--- src/rtl/mem_upload_pkg.sv ---
// mem_upload_pkg: shared FSM states, region map and fill byte for the upload block
package mem_upload_pkg;
  typedef enum logic [1:0] {IDLE, LO, HI, CAPT} state_e;
  localparam logic [26:0] REG1_BASE = 27'h0000000;
  localparam logic [26:0] REG2_BASE = 27'h0010000;
  localparam logic [26:0] REG_LIMIT = 27'h0020000;
  localparam logic [7:0]  FILL_BYTE = 8'hFF;
endpackage

--- src/rtl/mem_upload_region_dec.sv ---
// upload_region_dec: maps an upload byte address to a one-hot RAM select and local address
module upload_region_dec
  import mem_upload_pkg::*;
(
  input  logic [26:0] addr_i,
  output logic [1:0]  sel_o,
  output logic [15:0] addr_o
);
  // Region 1 below REG2_BASE, region 2 up to REG_LIMIT, nothing above (reads return FILL_BYTE)
  always_comb begin
    sel_o  = addr_i < REG2_BASE ? 2'b01 : addr_i < REG_LIMIT ? 2'b10 : 2'b00;
    addr_o = addr_i[15:0] - (sel_o[1] ? REG2_BASE[15:0] : REG1_BASE[15:0]);
  end
endmodule

--- src/rtl/mem_upload.sv ---
// mem_upload: serves HPS upload word reads from two byte RAMs (optional UPLOAD_CKSUM_EN adds cksum)
module mem_upload
  import mem_upload_pkg::*;
#(
  parameter logic [7:0] UPL_INDEX = 8'd0
) (
  input  logic        clk_sys,
  input  logic        reset,
  input  logic        ioctl_upload,
  input  logic [7:0]  ioctl_index,
  input  logic [26:0] ioctl_addr,
  input  logic        ioctl_rd,
  output logic [15:0] ioctl_din,
  output logic        ioctl_wait,
  output logic [15:0] mem_addr,
  output logic [1:0]  mem_sel,
  input  logic [7:0]  mem1_q,
  input  logic [7:0]  mem2_q,
`ifdef UPLOAD_CKSUM_EN
  output logic [15:0] cksum,
`endif
  output logic        busy
);
  state_e      state_q, state_d;
  logic [26:0] addr_q;
  logic [7:0]  lo_q, hi_q;
  logic        done_q, wait_q;
  logic [15:0] din_q, maddr_q;
  logic [1:0]  sel_q;
  logic        start, abort;
  logic [26:0] dec_a;
  logic [1:0]  dec_sel;
  logic [15:0] dec_addr;
  logic [7:0]  byte_in;
  // done_q marks the extra delivery cycle after CAPT; no new request is taken while it is pending
  assign start   = ioctl_upload && ioctl_index == UPL_INDEX && ioctl_rd && state_q == IDLE && !done_q;
  assign abort   = state_q != IDLE && !ioctl_upload;
  assign dec_a   = state_q == IDLE ? (ioctl_addr & ~27'd1) : (addr_q | 27'd1);
  assign byte_in = sel_q[0] ? mem1_q : sel_q[1] ? mem2_q : FILL_BYTE;
  upload_region_dec u_dec (.addr_i(dec_a), .sel_o(dec_sel), .addr_o(dec_addr));
  // Fetch sequencer: one state per cycle, upload drop returns straight to IDLE
  always_comb begin
    state_d = state_q;
    unique case (state_q)
      IDLE:    state_d = start ? LO : IDLE;
      LO:      state_d = HI;
      HI:      state_d = CAPT;
      default: state_d = IDLE;
    endcase
    if (abort) state_d = IDLE;
  end
  // Address/select drive, byte capture and word delivery
  always_ff @(posedge clk_sys) begin
    if (reset) begin
      state_q <= IDLE;
      addr_q  <= '0;
      lo_q    <= '0;
      hi_q    <= '0;
      done_q  <= 1'b0;
      wait_q  <= 1'b0;
      din_q   <= '0;
      maddr_q <= '0;
      sel_q   <= '0;
    end else begin
      state_q <= state_d;
      done_q  <= state_q == CAPT && !abort;
      if (start) begin
        addr_q  <= dec_a;
        maddr_q <= dec_addr;
        sel_q   <= dec_sel;
        wait_q  <= 1'b1;
      end else if (abort) begin
        sel_q  <= '0;
        wait_q <= 1'b0;
      end else if (state_q == LO) begin
        maddr_q <= dec_addr;
        sel_q   <= dec_sel;
      end else if (state_q == HI) begin
        lo_q <= byte_in;
      end else if (state_q == CAPT) begin
        hi_q  <= byte_in;
        sel_q <= '0;
      end
      if (done_q) begin
        wait_q <= 1'b0;
        if (ioctl_upload) din_q <= {hi_q, lo_q};
      end
    end
  end
`ifdef UPLOAD_CKSUM_EN
  logic        up_q;
  logic [15:0] cksum_q;
  // Running byte sum of delivered words, restarted when a matching upload session begins
  always_ff @(posedge clk_sys) begin
    if (reset) begin
      up_q    <= 1'b0;
      cksum_q <= '0;
    end else begin
      up_q <= ioctl_upload;
      if (ioctl_upload && !up_q && ioctl_index == UPL_INDEX) cksum_q <= '0;
      else if (done_q && ioctl_upload) cksum_q <= cksum_q + {8'h00, lo_q} + {8'h00, hi_q};
    end
  end
  assign cksum = cksum_q;
`endif
  assign ioctl_din  = din_q;
  assign ioctl_wait = wait_q;
  assign mem_addr   = maddr_q;
  assign mem_sel    = sel_q;
  assign busy       = state_q != IDLE;
endmodule

--- config.mk ---
export PLATFORM = sky130hd
export DESIGN_NAME = mem_upload
export DESIGN_NICKNAME = d
export VERILOG_FILES = /design/src/rtl/mem_upload_pkg.sv /design/src/rtl/mem_upload_region_dec.sv /design/src/rtl/mem_upload.sv
export SDC_FILE = /design/constraint.sdc
export NUM_CORES = 1
export LEC_CHECK = 0
export CORE_MARGIN = 5
export CORE_UTILIZATION = 35
export CTS_BUF_LIST = sky130_fd_sc_hd__clkbuf_16
export DETAILED_ROUTE_END_ITERATION = 10
export PLACE_DENSITY = 0.69
export SYNTH_ARGS = -nofsm -noshare
export SYNTH_HDL_FRONTEND = slang
export SYNTH_SLANG_ARGS = --single-unit
--- constraint.sdc ---
create_clock -name clk_sys -period 3.3 [get_ports clk_sys]
set_clock_uncertainty 0.15 [all_clocks]
set_input_delay 0.66 -clock clk_sys [delete_from_list [all_inputs] [get_ports clk_sys]]
set_output_delay 0.66 -clock clk_sys [all_outputs]
set_load 0.01 [all_outputs]
==> results.ini, run 1 <==
[run_status]
status = finished clean

[grt]
grt_usage_pct = 13.99
grt_start_max_net_pins = 33
grt_overflow = 0
antenna_found_initial = 0
grt_first_pass_wirelength_um = 13000
grt_pass1_vias = 2712

[synth]
synth-edff-count = 0
ys_seq_area_share_pct = 48.14
synth_nets = 404
yosys.cell_types.count = 34
synth-async-reset-ratio_pct = 0
yosys_warnings = 0
syn_inst = 345
ys.flop_type = dfxtp_1
ys_seq_elements = 80
syn_area_um2 = 3327
syn-mean-instance-area_um2 = 9.643

[die]
dieArea_um2 = 11560
die_w_um = 107.5
rows = 35
initial_core_util_pct = 36.01
die_h_um = 107.5
coreArea_um2 = 9240
ioPinCount = 91

[power]
power_uw = 2026
p_leak_uw = 0.001915
p_per_area_nw_per_um2 = 438.2
peakVddDrop_mv = 0.3148

[clock_tree]
cts_buffer_depth = 2
cts_made_buffers = 9
hold_buffers = 0
cts_sinks = 80
post_cts_resized = 0
root_buffer = clkbuf_16
cts-htree-levels = 3
cts_tree = done
postCtsSetupRepairBufs = 0
clk-insertion-delay-late_ps = 320
clkTransAtPathRegs_ps = 60

[timing]
finalSetupViolCount = 0
tightest_slew_ps = 686.5
tns_ps = 0
fin_crit_sh_pct = 81.42
min_period_ps = 2687
hold_viol_final = 0
rsz0062_at_grt = no
slew_violations = 0
setup_ws_ps = 613.0
slew_headroom_pct = 54.23
max_freq_ghz = 0.3722

[setup_path]
cp.required_ps = 2490
critPathKind = reg2out
worstPathMaxFanout = 11
cp.arrival_ps = 1880
worstSetupStartpoint = state_q[1]
reg2reg_from = state_q[1]
crit_path_end_kind = output port
start_kind = flop

[finish]
drive_gt1_share_pct = 7.193
stdcell_area_um2 = 4623
final_net_count = 486
final_cell_count_no_fill = 560
diodes = 0
area_growth_pct = 38.96

[routing]
drt-wirelength-per-cell_um = 14.00
vias_per_cell = 4.725
vias = 2646
routed_wl_um = 7842
post-route-drc-count = 0
antenna_left = 0
firstDrtPassIters = 4
first_iter_violations = 97

[placed_design]
placed_cell_area_um2 = 4337
io_buffers = 89
place_inst = 545
place.gp.congestion = 0.7526
pre_cts_ws_ps = 526.4
dpl.hpwl_um = 5626

[run]
max-cap-violations = 0

[min_path]
min_from = hi_q[6]
hold_class = reg2reg

## Yosys cell counts (2+ instances only)
cell | count | share of area, %
nand4b_1 | 2 | 0.53
and2_1 | 2 | 0.38
nor3b_1 | 2 | 0.45
a21oi_1 | 17 | 2.6
buf_2 | 6 | 0.90
nand2b_1 | 4 | 0.75
or4_1 | 3 | 0.68
buf_4 | 2 | 0.45
clkbuf_1 | 15 | 1.7
o22ai_1 | 2 | 0.38
ha_1 | 4 | 1.5
inv_1 | 12 | 1.4
nor2_1 | 59 | 6.7
a2bb2oi_1 | 8 | 2.1
dfxtp_1 | 80 | 48
o41ai_2 | 2 | 0.98
nor3_1 | 3 | 0.45
nand2_1 | 34 | 3.8
a211oi_1 | 17 | 3.8
mux2i_1 | 57 | 17
## routing by layer
metal / wire [um] / GRT usage (%) / vias to the layer above
met5: 0 / 0 / -
met4: 80 / 3.787 / 0
met3: 679 / 6.359 / 6
met2: 3637 / 22.96 / 71
met1: 3445 / 16.50 / 1219
li1: - / - / 1350
## final cells by class
class                           count  area, um2
Tap cell                          129      161.4
Multi-Input combinational cell    229       1573
Clock buffer                        9      225.2
Clock inverter                      6      61.31
Timing Repair Buffer               95      955.9
Fill cell                         859       4617
Inverter                           12      45.04
Sequential cell                    80       1602
## kinds of logic (layout without fill, tap and decap cells)
group | after synthesis | count (layout) | synth area share, %
buffers and inverters | 36 | 122 | 4.738
flip-flops | 80 | 80 | 48.14
AO/OA/AOI/OAI | 53 | 53 | 12.11
multiplexers | 58 | 58 | 17.49
AND/OR/NAND/NOR | 114 | 114 | 16.02
adder cells (fa/ha/maj) | 4 | 4 | 1.504
## where the power goes
part           switching [uW]  internal (uW)  leakage (uW)
logic                    41.5           71.5       0.00113
registers               0.561            967      0.000644
clock network             367            578      0.000141
## critical path, cell delays in order, from the launching register on
cell	delay (ps)
dfxtp_1	330
inv_1	120
ha_1	450
inv_1	140
clkdlybuf4s50_1	510
## cell usage in the layout, fill, tap and decap left out, types with 2 or more instances in the layout
cell             instances
dfxtp_1                 80
and2_1                   2
mux2i_1                 57
ha_1                     4
nor2_1                  59
nor3b_1                  2
nand2b_1                 4
clkinv_2                 3
clkbuf_16                9
inv_1                   12
a211oi_1                17
nand4b_1                 2
o41ai_2                  2
a21oi_1                 17
nand2_1                 34
buf_12                   2
buf_4                    4
o22ai_1                  2
nor3_1                   3
or4_1                    3
a2bb2oi_1                8
clkdlybuf4s50_1         88
## flip-flops by register name (all words and copies together) (netlist names)
name and cells:
addr_q 26, ioctl_din 16, mem_addr 16, hi_q 8
lo_q 8, mem_sel 2, state_q 2, done_q 1
ioctl_wait 1
## per-stage QoR
stage,utilization [%],hold WS (ps)
floorplan,-,281.2
global placement,46.93,287.7
detailed placement,46.93,294.3
CTS,50.03,300.4
global route,50.03,313.0
finish,50.03,300.5
## worst paths after layout
path         depth (start not counted)       endpoint  slack, ps
min                                  2  ioctl_din[14]        300
max reg2reg                          6     mem_sel[1]        770
max                                  4           busy        610
min reg2reg                          2  ioctl_din[14]        300
Note: power is estimated with default switching activity, not from simulation.
==> inputs of run 2 (changes only) <==
--- a/config.mk
+++ b/config.mk
@@ -9,7 +9,7 @@
 export CORE_UTILIZATION = 35
 export CTS_BUF_LIST = sky130_fd_sc_hd__clkbuf_16
 export DETAILED_ROUTE_END_ITERATION = 10
-export PLACE_DENSITY = 0.69
+export PLACE_DENSITY = 0.72
 export SYNTH_ARGS = -nofsm -noshare
 export SYNTH_HDL_FRONTEND = slang
 export SYNTH_SLANG_ARGS = --single-unit
==> constraint.sdc (replaced) <==
create_clock -name clk_sys -period 2.4 [get_ports clk_sys]
set_clock_uncertainty 0.15 [all_clocks]
set_input_delay 0.48 -clock clk_sys [delete_from_list [all_inputs] [get_ports clk_sys]]
set_output_delay 0.48 -clock clk_sys [all_outputs]
set_load 0.01 [all_outputs]
==> results.ini, run 2 (synthesized netlist as in run 1, its figures left out) <==
[run_status]
status = finished clean

[grt]
grt_usage_pct = 13.94  ; -0.056 points
grt_start_max_net_pins = 41  ; +24%
grt_pass1_vias = 2794  ; +3.0%
antenna_found_initial = 0  ; unchanged
grt_overflow = 0  ; unchanged
grt_first_pass_wirelength_um = 12970  ; -0.21%

[setup_path]
timing.critical_path.to = mem_sel[1]
start_kind = flop
crit_path_end_kind = flop
crit_slowest_cell = or4b_1
cpPeakStageDelay_ps = 450  ; -60 ps
r2r_slack_ps = 210  ; -560 ps
path_cells = inv_1, ha_4, or4b_1, o22ai_1, o2111ai_1, o41ai_2
cp.required_ps = 2470  ; -20 ps
worstSetupStartpoint = state_q[1]
reg2reg_from = state_q[1]
critPathKind = reg2reg
worst-r2r-cell-count = 6  ; unchanged
r2r_end = mem_sel[1]
worstPathMaxFanout = 10  ; -1
cp.arrival_ps = 2260  ; +380 ps

[die]
dieArea_um2 = 11560  ; unchanged
die_h_um = 107.5  ; unchanged
ioPinCount = 91  ; unchanged
initial_core_util_pct = 36.01  ; unchanged
rows = 35  ; unchanged
coreArea_um2 = 9240  ; unchanged
die_w_um = 107.5  ; unchanged

[routing]
vias = 2693  ; +1.8%
met3_length_um = 678  ; -0.15%
first_iter_violations = 117  ; +21%
vias_per_cell = 4.741  ; +0.34%
topRoutingLayerUsed = met4
firstDrtPassIters = 4  ; unchanged
routed_wl_um = 7795  ; -0.60%
antenna_left = 0  ; unchanged
drt-wirelength-per-cell_um = 13.72  ; -2.0%
route.met2.wl_um = 3815  ; +4.9%
post-route-drc-count = 0  ; unchanged
wl_met1_um = 3235  ; -6.1%

[finish]
fill_cells = 866  ; +0.81%
largest_register_ffs = 26  ; unchanged
area_growth_pct = 41.52
diodes = 0  ; unchanged
mostFrequentLayoutCell = clkdlybuf4s50_1
final_cell_count_no_fill = 568  ; +1.4%
largest-register = addr_q
most-common-layout-cells = 87 x clkdlybuf4s50_1, 79 x dfxtp_1, 59 x nor2_1
stdcell_area_um2 = 4708  ; +1.8%
final_net_count = 495  ; +1.9%
drive_gt1_share_pct = 8.884  ; +1.7 points

[power]
p_leak_uw = 0.001971  ; +2.9%
p_per_area_nw_per_um2 = 585.9  ; +34%
peakVddDrop_mv = 0.3911  ; +24%
power_uw = 2758  ; +36%

[clock_tree]
root_buffer = clkbuf_16
hold_buffers = 0  ; unchanged
cts_sinks = 80  ; unchanged
clk-insertion-delay-late_ps = 320  ; about the same
postCtsSetupRepairBufs = 0  ; unchanged
cts-htree-levels = 3  ; unchanged
cts_buffer_depth = 2  ; unchanged
clkTransAtPathRegs_ps = 60  ; about the same
cts_made_buffers = 9  ; unchanged
cts_tree = done

[placed_design]
placed_cell_area_um2 = 4417  ; +1.8%
place.gp.congestion = 0.7696  ; +2.3%
place_inst = 554  ; +1.7%
io_buffers = 89  ; unchanged
dpl.hpwl_um = 5617  ; -0.15%

[timing]
min_period_ps = 2187
max_freq_ghz = 0.4572
slew_headroom_pct = 52.22  ; -2.0 points
rsz0062_at_grt = no
fin_crit_sh_pct = 91.12
tightest_slew_ps = 716.7  ; +30.14 ps
finalSetupViolCount = 0  ; unchanged
slew_violations = 0  ; unchanged
hold_viol_final = 0  ; unchanged

[min_path]
hold_class = reg2reg

[run]
max-cap-violations = 0  ; unchanged

==> run 2: timing repair <==
action	CTS	global route
gates resized for setup	2	2
endpoints found under the setup margin	3	1
gates cloned	0	0
==> run 2: metal layers <==
| layer | up-vias | global-route usage [%] |
|---|---|---|
| met3 | 7 | 5.999 |
| met2 | 70 | 24.33 |
| met4 | 0 | 3.697 |
| met5 | - | 0 |
| li1 | 1371 | - |
| met1 | 1245 | 15.45 |
==> run 2: power breakdown <==
| part | internal (uW) | total, uW | switching [uW] | leakage [uW] |
|---|---|---|---|---|
| sequential | 1330 | 1330 | 0.790 | 0.000645 |
| combinational | 101 | 159 | 57.4 | 0.00119 |
| clock | 784 | 1270 | 486 | 0.000132 |
==> run 2: worst min path at each step <==
stage | startpoint | to | slack [ps] | cells after the start
after global routing | ioctl_din[6] | ioctl_din[6] | 320 | 2
after global placement | hi_q[6] | ioctl_din[14] | 290 | 2
after floorplan | lo_q[0] | ioctl_din[0] | 280 | 2
after detailed placement | lo_q[2] | ioctl_din[2] | 290 | 2
after CTS | lo_q[2] | ioctl_din[2] | 300 | 2
final | lo_q[2] | ioctl_din[2] | 300 | 2
==> run 2: stage by stage <==
stage	hold slack [ps]	worst slack, ps	utilization, %	TNS, ps
global placement	287.8	33.50	47.80	0
floorplan	281.2	429.8	-	0
CTS	300.2	22.05	50.91	0
finish	298.1	213.0	50.95	0
global route	315.8	104.8	50.95	0
detailed placement	294.1	-16.53	47.80	-16.53
==> run 2: worst max-delay path: cells and delay by family (launching register included) <==
family                   cells  cell delay, ps
AO/OA/AOI/OAI                3             730
adder cells (fa/ha/maj)      1             240
flip-flops                   1             340
buffers and inverters        1             160
AND/OR/NAND/NOR              1             450
==> run 2: area by class of cell <==
| class | instances | area (um2) | area share (%) |
|---|---|---|---|
| Clock buffer | 9 | 225.2 | 4.783 |
| Clock inverter | 5 | 50.05 | 1.063 |
| Inverter | 12 | 45.04 | 0.9567 |
| Multi-Input combinational cell | 229 | 1585 | 33.67 |
| Sequential cell | 80 | 1603 | 34.04 |
| Tap cell | 129 | 161.4 | 3.428 |
| Timing Repair Buffer | 104 | 1039 | 22.06 |
==> inputs of run 3 (changes only) <==
--- a/config.mk
+++ b/config.mk
@@ -5,11 +5,11 @@
 export SDC_FILE = /design/constraint.sdc
 export NUM_CORES = 1
 export LEC_CHECK = 0
+export ABC_CLOCK_PERIOD_IN_PS = 2320
 export CORE_MARGIN = 5
 export CORE_UTILIZATION = 35
-export CTS_BUF_LIST = sky130_fd_sc_hd__clkbuf_16
 export DETAILED_ROUTE_END_ITERATION = 10
-export PLACE_DENSITY = 0.72
+export PLACE_DENSITY = 0.69
 export SYNTH_ARGS = -nofsm -noshare
 export SYNTH_HDL_FRONTEND = slang
 export SYNTH_SLANG_ARGS = --single-unit
==> constraint.sdc (replaced) <==
create_clock -name clk_sys -period 2.32 [get_ports clk_sys]
set_clock_uncertainty 0.15 [all_clocks]
set_input_delay 0.464 -clock clk_sys [delete_from_list [all_inputs] [get_ports clk_sys]]
set_output_delay 0.464 -clock clk_sys [all_outputs]
set_load 0.01 [all_outputs]
==> results.ini, run 3 (synthesized netlist as in run 1, its figures left out) <==
[run_status]
status = finished clean

[die]
die_w_um = 107.5  ; unchanged
rows = 35  ; unchanged
die_h_um = 107.5  ; unchanged
ioPinCount = 91  ; unchanged
coreArea_um2 = 9240  ; unchanged
initial_core_util_pct = 36.01  ; unchanged
dieArea_um2 = 11560  ; unchanged

[clock_tree]
cts-htree-levels = 3  ; unchanged
clkTransAtPathRegs_ps = 80  ; +20 ps
cts_buffer_depth = 2  ; unchanged
postCtsSetupRepairBufs = 0  ; unchanged
cts_sinks = 80  ; unchanged
root_buffer = clkbuf_8
hold_buffers = 0  ; unchanged
cts_made_buffers = 9  ; unchanged
clk-insertion-delay-late_ps = 340  ; +20 ps
cts_tree = done

[finish]
diodes = 0  ; unchanged
largest-register = addr_q
utilization_pct = 50.36  ; -0.60 points
area_growth_pct = 39.86
final_cell_count_no_fill = 574  ; +1.1%
final_net_count = 500  ; +1.0%
fill_cells = 879  ; +1.5%
largest_register_ffs = 26  ; unchanged
drive_gt1_share_pct = 10.56  ; +1.7 points
mostFrequentLayoutCell = clkdlybuf4s50_1
most-common-layout-cells = 87 x clkdlybuf4s50_1, 80 x dfxtp_1, 59 x nor2_1

[timing]
min_period_ps = 2195
slew_violations = 0  ; unchanged
fin_crit_sh_pct = 94.59
rsz0062_at_grt = no
hold_viol_final = 0  ; unchanged
tightest_slew_ps = 377.6  ; -339.1 ps
slew_headroom_pct = 74.83  ; +23 points
holdWs_ps = 306.2  ; +8.146 ps
finalSetupViolCount = 0  ; unchanged
max_freq_ghz = 0.4557

[placed_design]
place_inst = 559  ; +0.90%
place.gp.congestion = 0.7966  ; +3.5%
dpl.hpwl_um = 5990  ; +6.6%
io_buffers = 89  ; unchanged

[setup_path]
crit_path_end_kind = output port
cp.required_ps = 1710  ; -760 ps
r2r_slack_ps = 160  ; -50 ps
critPathKind = reg2out
path_cells = inv_1, ha_4, buf_4, inv_1, dlygate4sd2_1
start_kind = flop
cpPeakStageDelay_ps = 390  ; -60 ps
worstPathMaxFanout = 6  ; -4
cpMostUsedCell = inv_1
cp.arrival_ps = 1580  ; -680 ps
crit_slowest_cell = dfxtp_1

[grt]
grt_start_max_net_pins = 33  ; -20%
grt_first_pass_wirelength_um = 12810  ; -1.2%
grt_usage_pct = 13.78  ; -0.16 points
grt_pass1_vias = 2743  ; -1.8%
grt_overflow = 0  ; unchanged
antenna_found_initial = 0  ; unchanged

[run]
max-cap-violations = 0  ; unchanged

[routing]
routed_wl_um = 8018  ; +2.9%
firstDrtPassIters = 4  ; unchanged
vias_per_cell = 4.758  ; +0.35%
drt-wirelength-per-cell_um = 13.97  ; +1.8%
antenna_left = 0  ; unchanged
vias = 2731  ; +1.4%
post-route-drc-count = 0  ; unchanged
first_iter_violations = 72  ; -38%

[min_path]
hold_class = reg2reg

[power]
p_leak_uw = 0.001946  ; -1.2%
peakVddDrop_mv = 0.2614  ; -33%
p_per_area_nw_per_um2 = 538.3  ; -8.1%

==> run 3: cell types whose count changed in the layout (fill, tap and decap cells not counted), sizes merged <==
cell          before  now
buf               16   21
inv               12   13
clkinvlp           1    0
clkinv             3    4
dlymetal6s2s       1    0
dlygate4sd2        0    1
==> run 3: where the power goes <==
group / internal (uW) / switching, uW / total (uW) / leakage (uW)
registers: 1370 / 0.798 / 1370 / 0.000644
logic: 104 / 60.5 / 164 / 0.00120
clock network: 487 / 479 / 967 / 0.0000990
total: 1960 / 541 / 2500 / 0.00195
==> run 3: cell type report <==
| cell class | count | area [um2] | share of cell area (%) |
|---|---|---|---|
| Timing Repair Buffer | 109 | 1072 | 23.04 |
| Clock inverter | 6 | 58.81 | 1.264 |
| Multi-Input combinational cell | 229 | 1590 | 34.18 |
| Tap cell | 129 | 161.4 | 3.469 |
| Sequential cell | 80 | 1602 | 34.42 |
| Clock buffer | 9 | 123.9 | 2.662 |
| Inverter | 12 | 45.04 | 0.9680 |
==> run 3: worst paths after layout <==
check                           cells past startpoint      endpoint       start
worst max-delay path                                5          busy  state_q[1]
worst min-delay path                                2  ioctl_din[9]     hi_q[1]
worst max register to register                      9       hi_q[2]  state_q[1]
worst min register to register                      2  ioctl_din[9]     hi_q[1]
==> run 3: metrics by stage <==
step,total power [uW],instance area (um2),setup WS (ps),setup TNS [ps]
floorplan,1455,3327,349.8,0
global placement,1568,4454,-13.37,-18.55
detailed placement,1571,4454,-57.98,-111.0
CTS,2549,4648,109.9,0
global route,2611,4653,19.43,0
finish,2505,4653,125.5,0
==> run 3: routing by layer <==
metal,GRT usage (%),up-vias,part of all wire [%]
met3,5.639,12,8.7
met2,23.22,73,47
met1,15.54,1264,43
met4,5.140,0,1.6
met5,0,-,0
li1,-,1382,-
==> run 3: repair_timing <==
action / in CTS / in global routing
hold endpoints to repair: 0 / 0
endpoints found under the setup margin: 2 / 1
resized for setup: 3 / 1
==> run 3: worst max-delay path, delay by kind of cell, from the launching register on <==
family     cells  cell delay (ps)
buf+inv        4              650
fa+ha+maj      1              210
flops          1              390
